**config.mk**
```make
export PLATFORM = sky130hd
export DESIGN_NAME = mem_access_ctrl
export DESIGN_NICKNAME = d
export VERILOG_FILES = /design/src/rtl/mem_access_ctrl.sv
export SDC_FILE = /design/constraint.sdc
export NUM_CORES = 1
export LEC_CHECK = 0
export BUFFER_PORTS_ARGS = -buffer_cell sky130_fd_sc_hd__buf_2
export CAP_MARGIN = 20
export CORE_MARGIN = 5
export CORE_UTILIZATION = 39
export CTS_BUF_LIST = sky130_fd_sc_hd__clkbuf_2 sky130_fd_sc_hd__clkbuf_4 sky130_fd_sc_hd__clkbuf_8
export DETAILED_ROUTE_END_ITERATION = 12
export PLACE_DENSITY_LB_ADDON = 0.15
export SYNTH_ARGS = -nofsm -noshare
export SYNTH_HDL_FRONTEND = slang
export SYNTH_SLANG_ARGS = --single-unit
```
**constraint.sdc**
```tcl
create_clock -name clk -period 3.96 [get_ports clk]
set_clock_uncertainty 0.15 [all_clocks]
set_input_delay 0.396 -clock clk [delete_from_list [all_inputs] [get_ports clk]]
set_output_delay 0.396 -clock clk [all_outputs]
set_load 0.05 [all_outputs]
```
**src/rtl/mem_access_ctrl.sv**
```systemverilog
// mem_access_ctrl
// ---------------------------------------------------------------------------
// Sequencing and arbitration controller for the byte-addressed 256x8 RAM.
// Arbitrates round-robin between the instruction-fetch port (if_*) and the
// datapath load/store port (d_*), serves one access at a time through the
// RAM level handshake (enable/rw/size/sign until MOC), and returns registered
// read data plus a fault flag with a one-cycle ready pulse to the grantee.
// An access whose MOC does not arrive within TIMEOUT wait cycles is aborted
// with fault=1 and rdata=0.
//
// Ports
//   clk, rst_n            clock (rising edge), synchronous active-low reset
//   if_req_i, if_addr_i   fetch request (level) and byte address
//   if_ready_o/rdata_o/fault_o  fetch completion pulse, word, fault
//   d_req_i, d_rw_i, d_size_i, d_sign_i, d_addr_i, d_wdata_i  data request
//   d_ready_o/rdata_o/fault_o   data completion pulse, load data, fault
//   mem_enable_o .. mem_wdata_o RAM Enable/ReadWrite/Size/Sign/Address/DataIn
//   mem_rdata_i, mem_moc_i      RAM DataOut and MOC
//   busy_o                      controller is not idle
//
// Configuration
//   MEM_ALIGN_CHECK_EN  when defined, misaligned accesses (size 3, odd
//                       halfword, non-word-aligned word) are faulted
//                       directly from IDLE without touching the RAM.
// ---------------------------------------------------------------------------
module mem_access_ctrl #(
  parameter int unsigned TIMEOUT = 16
) (
  input  logic        clk,
  input  logic        rst_n,
  input  logic        if_req_i,
  input  logic [31:0] if_addr_i,
  output logic        if_ready_o,
  output logic [31:0] if_rdata_o,
  output logic        if_fault_o,
  input  logic        d_req_i,
  input  logic        d_rw_i,
  input  logic [1:0]  d_size_i,
  input  logic        d_sign_i,
  input  logic [31:0] d_addr_i,
  input  logic [31:0] d_wdata_i,
  output logic        d_ready_o,
  output logic [31:0] d_rdata_o,
  output logic        d_fault_o,
  output logic        mem_enable_o,
  output logic        mem_rw_o,
  output logic [1:0]  mem_size_o,
  output logic        mem_sign_o,
  output logic [31:0] mem_addr_o,
  output logic [31:0] mem_wdata_o,
  input  logic [31:0] mem_rdata_i,
  input  logic        mem_moc_i,
  output logic        busy_o
);

  typedef enum logic [1:0] {
    ST_IDLE    = 2'd0,
    ST_SETUP   = 2'd1,
    ST_WAIT    = 2'd2,
    ST_RELEASE = 2'd3
  } state_e;

  localparam logic [7:0] TIMEOUT_C   = 8'(TIMEOUT);
  localparam logic       GRANT_FETCH = 1'b0;
  localparam logic       GRANT_DATA  = 1'b1;

`ifdef MEM_ALIGN_CHECK_EN
  // Size 3 is never legal; halfwords need an even address, words a
  // multiple of four.
  function automatic logic misaligned(input logic [1:0] size, input logic [1:0] addr_lo);
    logic bad;
    case (size)
      2'd0:    bad = 1'b0;
      2'd1:    bad = addr_lo[0];
      2'd2:    bad = (addr_lo != 2'b00);
      default: bad = 1'b1;
    endcase
    return bad;
  endfunction
`endif

  state_e      state_q, state_d;
  logic [7:0]  timer_q, timer_d;
  logic        last_grant_q, last_grant_d;
  logic        grant_q, grant_d;
  logic        mem_enable_q, mem_enable_d;
  logic        mem_rw_q, mem_rw_d;
  logic [1:0]  mem_size_q, mem_size_d;
  logic        mem_sign_q, mem_sign_d;
  logic [31:0] mem_addr_q, mem_addr_d;
  logic [31:0] mem_wdata_q, mem_wdata_d;
  logic        if_ready_q, if_ready_d;
  logic [31:0] if_rdata_q, if_rdata_d;
  logic        if_fault_q, if_fault_d;
  logic        d_ready_q, d_ready_d;
  logic [31:0] d_rdata_q, d_rdata_d;
  logic        d_fault_q, d_fault_d;
  logic        busy_q, busy_d;

  logic        pick_data_s;
  logic        pick_fetch_s;
  logic        finish_s;
  logic        fault_s;
  logic [31:0] rdata_s;
  logic [7:0]  timer_inc_s;

  // On a tie the requester that did not win last time gets the RAM.
  assign pick_data_s  = d_req_i & (~if_req_i | (last_grant_q == GRANT_FETCH));
  assign pick_fetch_s = if_req_i & ~pick_data_s;
  // Saturating increment: the timer parks at 255 instead of wrapping.
  assign timer_inc_s  = (timer_q == 8'hFF) ? timer_q : (timer_q + 8'd1);

  // Next-state, field latching and completion-result logic.
  always_comb begin
    state_d      = state_q;
    timer_d      = timer_q;
    last_grant_d = last_grant_q;
    grant_d      = grant_q;
    mem_rw_d     = mem_rw_q;
    mem_size_d   = mem_size_q;
    mem_sign_d   = mem_sign_q;
    mem_addr_d   = mem_addr_q;
    mem_wdata_d  = mem_wdata_q;
    if_ready_d   = 1'b0;
    if_rdata_d   = 32'd0;
    if_fault_d   = 1'b0;
    d_ready_d    = 1'b0;
    d_rdata_d    = 32'd0;
    d_fault_d    = 1'b0;
    finish_s     = 1'b0;
    fault_s      = 1'b0;
    rdata_s      = 32'd0;

    case (state_q)
      ST_IDLE: begin
        if (pick_data_s || pick_fetch_s) begin
          grant_d = pick_data_s;
          if (pick_data_s) begin
            mem_rw_d    = d_rw_i;
            mem_size_d  = d_size_i;
            mem_sign_d  = d_sign_i;
            mem_addr_d  = d_addr_i;
            mem_wdata_d = d_wdata_i;
          end else begin
            // Fetches are always unsigned word reads.
            mem_rw_d    = 1'b1;
            mem_size_d  = 2'd2;
            mem_sign_d  = 1'b0;
            mem_addr_d  = if_addr_i;
            mem_wdata_d = 32'd0;
          end
`ifdef MEM_ALIGN_CHECK_EN
          if (misaligned(mem_size_d, mem_addr_d[1:0])) begin
            state_d  = ST_RELEASE;
            finish_s = 1'b1;
            fault_s  = 1'b1;
          end else begin
            state_d  = ST_SETUP;
          end
`else
          state_d = ST_SETUP;
`endif
        end else begin
          state_d = ST_IDLE;
        end
      end
      ST_SETUP: begin
        timer_d = 8'd0;
        state_d = ST_WAIT;
      end
      ST_WAIT: begin
        if (mem_moc_i) begin
          state_d  = ST_RELEASE;
          finish_s = 1'b1;
          fault_s  = 1'b0;
          // Stores report zero data.
          rdata_s  = mem_rw_q ? mem_rdata_i : 32'd0;
        end else begin
          timer_d = timer_inc_s;
          if (timer_inc_s == TIMEOUT_C) begin
            state_d  = ST_RELEASE;
            finish_s = 1'b1;
            fault_s  = 1'b1;
          end else begin
            state_d  = ST_WAIT;
          end
        end
      end
      ST_RELEASE: begin
        last_grant_d = grant_q;
        state_d      = ST_IDLE;
      end
      default: begin
        state_d = ST_IDLE;
      end
    endcase

    // Route the completion to the grantee only; the other port stays quiet.
    if (finish_s) begin
      if (grant_d == GRANT_DATA) begin
        d_ready_d  = 1'b1;
        d_rdata_d  = rdata_s;
        d_fault_d  = fault_s;
      end else begin
        if_ready_d = 1'b1;
        if_rdata_d = rdata_s;
        if_fault_d = fault_s;
      end
    end else begin
      if_ready_d = 1'b0;
      d_ready_d  = 1'b0;
    end

    mem_enable_d = (state_d == ST_WAIT);
    busy_d       = (state_d != ST_IDLE);
  end

  // State and output registers with synchronous active-low reset.
  always_ff @(posedge clk) begin
    if (!rst_n) begin
      state_q      <= ST_IDLE;
      timer_q      <= 8'd0;
      last_grant_q <= GRANT_FETCH;
      grant_q      <= GRANT_FETCH;
      mem_enable_q <= 1'b0;
      mem_rw_q     <= 1'b0;
      mem_size_q   <= 2'd0;
      mem_sign_q   <= 1'b0;
      mem_addr_q   <= 32'd0;
      mem_wdata_q  <= 32'd0;
      if_ready_q   <= 1'b0;
      if_rdata_q   <= 32'd0;
      if_fault_q   <= 1'b0;
      d_ready_q    <= 1'b0;
      d_rdata_q    <= 32'd0;
      d_fault_q    <= 1'b0;
      busy_q       <= 1'b0;
    end else begin
      state_q      <= state_d;
      timer_q      <= timer_d;
      last_grant_q <= last_grant_d;
      grant_q      <= grant_d;
      mem_enable_q <= mem_enable_d;
      mem_rw_q     <= mem_rw_d;
      mem_size_q   <= mem_size_d;
      mem_sign_q   <= mem_sign_d;
      mem_addr_q   <= mem_addr_d;
      mem_wdata_q  <= mem_wdata_d;
      if_ready_q   <= if_ready_d;
      if_rdata_q   <= if_rdata_d;
      if_fault_q   <= if_fault_d;
      d_ready_q    <= d_ready_d;
      d_rdata_q    <= d_rdata_d;
      d_fault_q    <= d_fault_d;
      busy_q       <= busy_d;
    end
  end

  assign if_ready_o   = if_ready_q;
  assign if_rdata_o   = if_rdata_q;
  assign if_fault_o   = if_fault_q;
  assign d_ready_o    = d_ready_q;
  assign d_rdata_o    = d_rdata_q;
  assign d_fault_o    = d_fault_q;
  assign mem_enable_o = mem_enable_q;
  assign mem_rw_o     = mem_rw_q;
  assign mem_size_o   = mem_size_q;
  assign mem_sign_o   = mem_sign_q;
  assign mem_addr_o   = mem_addr_q;
  assign mem_wdata_o  = mem_wdata_q;
  assign busy_o       = busy_q;

endmodule

```
==> impl_metrics.env, run 1 <==
export IMPL_crit_slowest_cell="and2_1"
export IMPL_clockBufferDepth=2
export IMPL_postRouteAntennaNets=0
export IMPL_holdPathStages=2
export IMPL_core_area_sq_um=13300
export IMPL_synth_area_per_cell_sq_um=10.3
export IMPL_grtUsageMet2_pct=30.3
export IMPL_grt_max_degree=67
export IMPL_first_pass_iters=5
export IMPL_status="finished, final reports clean"
export IMPL_instances_no_fill=964
export IMPL_path_class="flip-flop to flip-flop"
export IMPL_syn_cell_area_sq_um=5310
export IMPL_pwr_density_cell_nw_per_um2=526
export IMPL_max_cap_violations=0
export IMPL_layout_commonest_cell="buf_2"
export IMPL_initial_core_util_pct=39.9
export IMPL_setup_tns_ns=0
export IMPL_max_freq_ghz=0.435
export IMPL_wirelength_mm=14.9
export IMPL_drive_gt1_share_pct=41.8
export IMPL_antenna_found_initial=0
export IMPL_synth_xor_area_share_pct=0
export IMPL_power_leakage_nw=3.78
export IMPL_cts_hold_buf=2
export IMPL_yosys_warnings=0
export IMPL_startpoint_type="flip-flop"
export IMPL_synth_mux_area_share_pct=6.22
export IMPL_yosys_area_top_type_share_pct=56.5
export IMPL_netlist_cell_type_count=48
export IMPL_final_cell_mix="buf_2, dfxtp_1, nor2_1"
export IMPL_async_flop_share_pct=0
export IMPL_crit_path_frequent_cell="and2_1"
export IMPL_multi_input_area_sq_um=2100
export IMPL_die_width_um=127
export IMPL_fin_crit_sh_pct=58.1
export IMPL_total_power_w=0.00380
export IMPL_clk_latency_ns=0.44
export IMPL_worstPathArrival_ns=2.52
export IMPL_io_buffers=274
export IMPL_ff2ff_path_depth=6
export IMPL_htree_levels=4
export IMPL_whs_ns=0.0376
export IMPL_dpl_cell_count=926
export IMPL_critPathMaxFanout=32
export IMPL_nNetsFinal=918
export IMPL_routedWlPerCell_um=15.4
export IMPL_tightest_slew_ns=0.933
export IMPL_yosys_area_top_type="dfxtp_1"
export IMPL_hpwl_mm=10.8
export IMPL_fin_util_pct=54.3
export IMPL_path_clk_slew_ns=0.08
export IMPL_synth_fa_ha_area_share_pct=1.41
export IMPL_grt_overflow=0
export IMPL_ys_ff_latch=150
export IMPL_grt_pass1_wl_mm=23.2
export IMPL_cts_resized=0
export IMPL_relSlewSlack_pct=37.8
export IMPL_synth_edf_count=0
export IMPL_cts_sinks=150
export IMPL_slowest_delay_ns=0.76
export IMPL_timing_final_crit_period_ns=2.30
export IMPL_ios=275
export IMPL_yosys_top_cells_area="dfxtp_1, and3_1, mux2i_1"
export IMPL_dieArea_sq_um=16100
export IMPL_syn2layout_area_growth_pct=36.0
export IMPL_cts_root_buf="clkbuf_8"
export IMPL_peakVddDrop_mv=0.221
export IMPL_worstPathCellList="inv_1, ha_1, and2_1, a21oi_2, and2_1, and3_1"
export IMPL_required_ns=4.18
export IMPL_die_y_um=127
export IMPL_drt_iter0_drc=251
export IMPL_num_vias=4746
export IMPL_gp_congestion=0.864
export IMPL_endpoint_kind="flip-flop"
export IMPL_synth_simple_area_share_pct=17.8
export IMPL_yosysSeqAreaShare_pct=56.5
export IMPL_gr_max_usage_layer="met2"
export IMPL_rows=42
export IMPL_synth_top_family_by_area="simple AND/OR/NAND/NOR gates"
export IMPL_hold_viol_final=0
export IMPL_grt_total_usage_pct=18.2
export IMPL_grt_pass1_vias=4664
export IMPL_syn_nets=657
export IMPL_fillers=1238
export IMPL_drc_errors=0
export IMPL_grt_setup_unrepaired="false"
export IMPL_synthFlopType="dfxtp_1"
export IMPL_seqCellArea_sq_um=3000
export IMPL_cts_setup_buffers=0
export IMPL_worstHoldPathType="primary input to flip-flop"
export IMPL_netlist_instances=514
export IMPL_setup_viol=0
export IMPL_synth_compound_area_share_pct=13.8
export IMPL_vias_per_cell=4.92
export IMPL_cts_tree="built"
export IMPL_met1_usage_pct=20.1
export IMPL_use_met3_pct=8.41
export IMPL_drv_slew=0
export IMPL_cts_buffers=17
==> registers in the layout, indices dropped and copies added (netlist names) <==
| signal | flops |
|---|---|
| mem_enable_o | 1 |
| state_q | 2 |
| mem_size_o | 2 |
| timer_q | 8 |
| mem_rw_o | 1 |
| d_fault_o | 1 |
| busy_o | 1 |
| mem_wdata_o | 32 |
| if_ready_o | 1 |
| if_fault_o | 1 |
| last_grant_q | 1 |
| grant_q | 1 |
| d_rdata_o | 32 |
| mem_addr_o | 32 |
| mem_sign_o | 1 |
| d_ready_o | 1 |
| if_rdata_o | 32 |
==> per-stage QoR <==
| step | setup WS, ns | instance area, sq um |
|---|---|---|
| CTS | 1.63 | 7160 |
| floorplan | 2.04 | 5310 |
| finish | 1.66 | 7220 |
| global placement | 1.73 | 6750 |
| detailed placement | 1.66 | 6750 |
| global route | 1.45 | 7220 |
==> worst paths after layout <==
path,start,endpoint,slack (ns)
max,state_q[0],if_rdata_o[1],1.66
min,mem_rdata_i[20],if_rdata_o[20],0.04
max reg2reg,state_q[0],if_rdata_o[1],1.66
min reg2reg,mem_wdata_o[2],mem_wdata_o[2],0.35
==> area by class of cell <==
class	instances	area share, %
Sequential cell	150	41.6
Multi-Input combinational cell	316	29.0
Timing Repair Buffer	285	20.6
Clock buffer	19	3.45
Tap cell	176	3.05
Clock inverter	12	1.99
Inverter	5	0.260
Antenna cell	1	0.0346
==> where the power goes <==
| part | total, W | leakage (nW) | switching (W) | internal [W] |
|---|---|---|---|---|
| registers | 0.00167 | 1.22 | 0.0000554 | 0.00162 |
| logic | 0.000967 | 2.37 | 0.000694 | 0.000273 |
| clock network | 0.00116 | 0.191 | 0.000575 | 0.000581 |
==> routing by layer <==
layer	wire (um)	vias to the layer above	share of wire, %
met5	0	-	0
met1	5750	2123	39
met4	346	0	2.3
met3	1680	28	11
li1	-	2359	-
met2	7080	236	48
==> logic make-up after synthesis <==
kind of cell    count (synthesis)
compound gates                 98
fa+ha+maj                       6
buf+inv                        48
flops                         150
mux                            33
simple gates                  179
==> synth_stat cells, drive strengths merged, types with 4 or more instances <==
cell    number
dfxtp      150
nor2        81
and3        67
a22oi       35
a211oi      33
mux2i       33
clkbuf      23
buf         20
a21oi       10
ha           6
inv          5
nand2        5
nor3         5
a31oi        4
nand3        4
==> critical path, delay by kind of cell, from the launching register on <==
| family | cells | cell delay [ns] |
|---|---|---|
| compound gates | 1 | 0.14 |
| fa+ha+maj | 1 | 0.26 |
| simple gates | 3 | 1.22 |
| flops | 1 | 0.38 |
| buf+inv | 1 | 0.09 |
(Power assumes the default switching activity.)
==> run 2, diff against run 1 <==
--- a/config.mk
+++ b/config.mk
@@ -5,6 +5,7 @@
 export SDC_FILE = /design/constraint.sdc
 export NUM_CORES = 1
 export LEC_CHECK = 0
+export ABC_AREA = 1
 export BUFFER_PORTS_ARGS = -buffer_cell sky130_fd_sc_hd__buf_2
 export CAP_MARGIN = 20
 export CORE_MARGIN = 5
==> constraint.sdc (replaced) <==
create_clock -name clk -period 1.9 [get_ports clk]
set_clock_uncertainty 0.15 [all_clocks]
set_input_delay 0.19 -clock clk [delete_from_list [all_inputs] [get_ports clk]]
set_output_delay 0.19 -clock clk [all_outputs]
set_load 0.05 [all_outputs]
==> run 2 against run 1 <==
  * The flow now finishes with violations (negative setup slack)
  * Final area increased by 29%
  * Wire length rose by 30%
  * Sequential share of layout area decreased by 9.3 points
  * Clock power rose by 130%
  * Register-to-register slack worse by 1.7 ns
  * Largest cell class is now non-clock buffers
  * Largest power group unchanged
==> impl_metrics.env, run 2 <==
export IMPL_fin_crit_sh_pct=104
export IMPL_endpoint_kind="flip-flop"
export IMPL_wirelength_mm=19.3
export IMPL_layout_commonest_cell="buf_2"
export IMPL_yosysSeqAreaShare_pct=56.1
export IMPL_yosys_warnings=0
export IMPL_initial_core_util_pct=40.1
export IMPL_yosys_area_top_type_share_pct=56.1
export IMPL_holdPathEnd="mem_wdata_o[29]"
export IMPL_timing_final_crit_period_ns=1.97
export IMPL_dieArea_sq_um=16200
export IMPL_drc_errors=0
export IMPL_power_leakage_nw=4.37
export IMPL_netlist_cell_type_count=28
export IMPL_synthFlopType="dfxtp_1"
export IMPL_yosys_top_cells_area="dfxtp_1, nand2_1, a21oi_1"
export IMPL_fillers=1006
export IMPL_holdPathStages=2
export IMPL_syn2layout_area_growth_pct=73.9
export IMPL_setup_viol=35
export IMPL_grt_total_usage_pct=23.5
export IMPL_grt_setup_unrepaired="true"
export IMPL_num_antenna_cells=0
export IMPL_drv_slew=0
export IMPL_die_width_um=127
export IMPL_vias_per_cell=4.71
export IMPL_r2r_setup_slack_ns=-0.07
export IMPL_syn_cell_area_sq_um=5360
export IMPL_peakVddDrop_mv=0.491
export IMPL_rr_endpoint="if_rdata_o[28]"
export IMPL_critPathMaxFanout=7
export IMPL_cts_buffers=17
export IMPL_postRouteAntennaNets=0
export IMPL_clockBufferDepth=2
export IMPL_pwr_density_cell_nw_per_um2=885
export IMPL_htree_levels=4
export IMPL_core_area_sq_um=13300
export IMPL_routedWlPerCell_um=14.9
export IMPL_timing_final_ws_setup_ns=-0.0668
export IMPL_timing_rr_start="timer_q[1]"
export IMPL_drive_gt1_share_pct=39.7
export IMPL_synth_area_per_cell_sq_um=8.15
export IMPL_hold_start="mem_wdata_o[29]"
export IMPL_yosys_area_top_type="dfxtp_1"
export IMPL_die_y_um=127
export IMPL_ys_ff_latch=150
export IMPL_drt_iter0_drc=343
export IMPL_final_cell_mix="buf_2, nand2_1, dfxtp_1"
export IMPL_synthTopCellsByCount="nand2_1, dfxtp_1, nor2_1"
export IMPL_status="finished, violations left"
export IMPL_dpl_cell_count=1116
export IMPL_worstPathArrival_ns=2.21
export IMPL_hold_viol_final=0
export IMPL_pre_cts_ws_ns=-0.0756
export IMPL_cts_sinks=150
export IMPL_first_pass_iters=5
export IMPL_antenna_found_initial=0
export IMPL_ff2ff_path_depth=14
export IMPL_ios=275
export IMPL_hpwl_mm=12.0
export IMPL_clk_latency_ns=0.45
export IMPL_cts_tree="built"
export IMPL_grt_overflow=0
export IMPL_violations="negative setup slack"
export IMPL_async_flop_share_pct=0
export IMPL_yosysMostFrequentCell="nand2_1"
export IMPL_io_buffers=274
export IMPL_cts_root_buf="clkbuf_8"
export IMPL_synth_edf_count=0
export IMPL_path_class="flip-flop to flip-flop"
export IMPL_grt_pass1_wl_mm=30.5
export IMPL_path_clk_slew_ns=0.09
export IMPL_relSlewSlack_pct=75.8
export IMPL_num_vias=6084
export IMPL_netlist_instances=657
export IMPL_worstHoldPathType="flip-flop to flip-flop"
export IMPL_rows=42
export IMPL_syn_nets=800
export IMPL_instances_no_fill=1292
export IMPL_grt_pass1_vias=6274
export IMPL_startpoint_type="flip-flop"
export IMPL_gp_congestion=0.844
export IMPL_max_freq_ghz=0.508
export IMPL_grt_max_degree=66
export IMPL_max_cap_violations=0
export IMPL_total_power_w=0.00825
export IMPL_nNetsFinal=1246
export IMPL_tightest_slew_ns=0.364
export IMPL_required_ns=2.15
[run 2: cell count changes in the layout (fill, tap and decap cells not counted), sizes merged, moves of 35 or more]
cell / previous run / this run
nand2: 5 / 216
dlygate4sd3: 4 / 137
and3: 67 / 1
buf: 281 / 325
a22oi: 35 / 0
[run 2: logic make-up (layout without fill, tap and decap cells)]
logic type / Yosys count / after routing / synth area share, %
AO/OA/AOI/OAI: 114 / 114 / 11.6
XOR/XNOR: 1 / 1 / 0.164
adder cells (fa/ha/maj): 6 / 6 / 1.40
buffers and inverters: 68 / 527 / 5.65
flip-flops: 150 / 150 / 56.1
AND/OR/NAND/NOR: 318 / 318 / 25.1
[run 2: worst max-delay path, stage by stage (launching register included)]
cell and delay (ns):
dfxtp_2 0.34, ha_4 0.17, buf_6 0.12, nand4_1 0.09, nand2_2 0.07, inv_2 0.04
nand4_1 0.09, nor2_1 0.12, nand2_1 0.07, nand2_2 0.09, nand2_4 0.07, nor2_4 0.09
nand2_4 0.11, buf_12 0.18, nor2_4 0.09
[run 2: area by class of cell]
type	count	area (sq um)	share of cell area, %
Timing Repair Buffer	463	3270	35.1
Sequential cell	150	3010	32.3
Multi-Input combinational cell	439	2270	24.3
Clock buffer	18	241	2.59
Tap cell	176	220	2.36
Clock inverter	14	189	2.03
Inverter	32	125	1.34
[run 2: layer usage]
| layer | share of wire (%) | routed length, um | vias up | track usage (%) |
|---|---|---|---|---|
| li1 | - | - | 3002 | - |
| met1 | 38 | 7370 | 2713 | 25.7 |
| met2 | 48 | 9340 | 304 | 40.3 |
| met3 | 8.8 | 1690 | 65 | 7.55 |
| met4 | 4.5 | 858 | 0 | 13.2 |
| met5 | 0 | 0 | - | 0 |
[run 2: power by group]
part,internal [W],switching [W],leakage [nW]
Clock,0.00136,0.00131,0.218
Sequential,0.00335,0.000102,1.22
Combinational,0.000721,0.00140,2.93
[run 2: worst max path at each step]
| stage | start | end | slack (ns) |
|---|---|---|---|
| 2_1_floorplan | timer_q[0] | if_rdata_o[12] | 0.006 |
| 3_3_place_gp | timer_q[0] | if_rdata_o[16] | -0.04 |
| 3_5_place_dp | timer_q[0] | if_rdata_o[15] | -0.08 |
| 4_1_cts | timer_q[1] | if_rdata_o[23] | -0.02 |
| 5_1_grt | timer_q[1] | if_rdata_o[1] | -0.20 |
| 6_report | timer_q[1] | if_rdata_o[28] | -0.07 |
[run 2: metrics by stage]
step           setup TNS [ns]  cell area (sq um)  utilization [%]  hold slack (ns)
2_1_floorplan               0               5360                -            0.183
3_3_place_gp            -1.39               7210             54.0            0.290
3_5_place_dp            -3.34               7210             54.0            0.296
4_1_cts                -0.245               9130             68.4            0.315
5_1_grt                 -9.94               9320             69.8            0.335
6_report                -1.35               9320             69.8            0.315
[run 2: repair_timing]
item	CTS	global route
pin swaps	3	8
endpoints found under the hold margin	137	0
buffers inserted	3	2
endpoints found under the setup margin	68	72
gates cloned	1	1
hold buffers	137	0
resized for setup	21	46
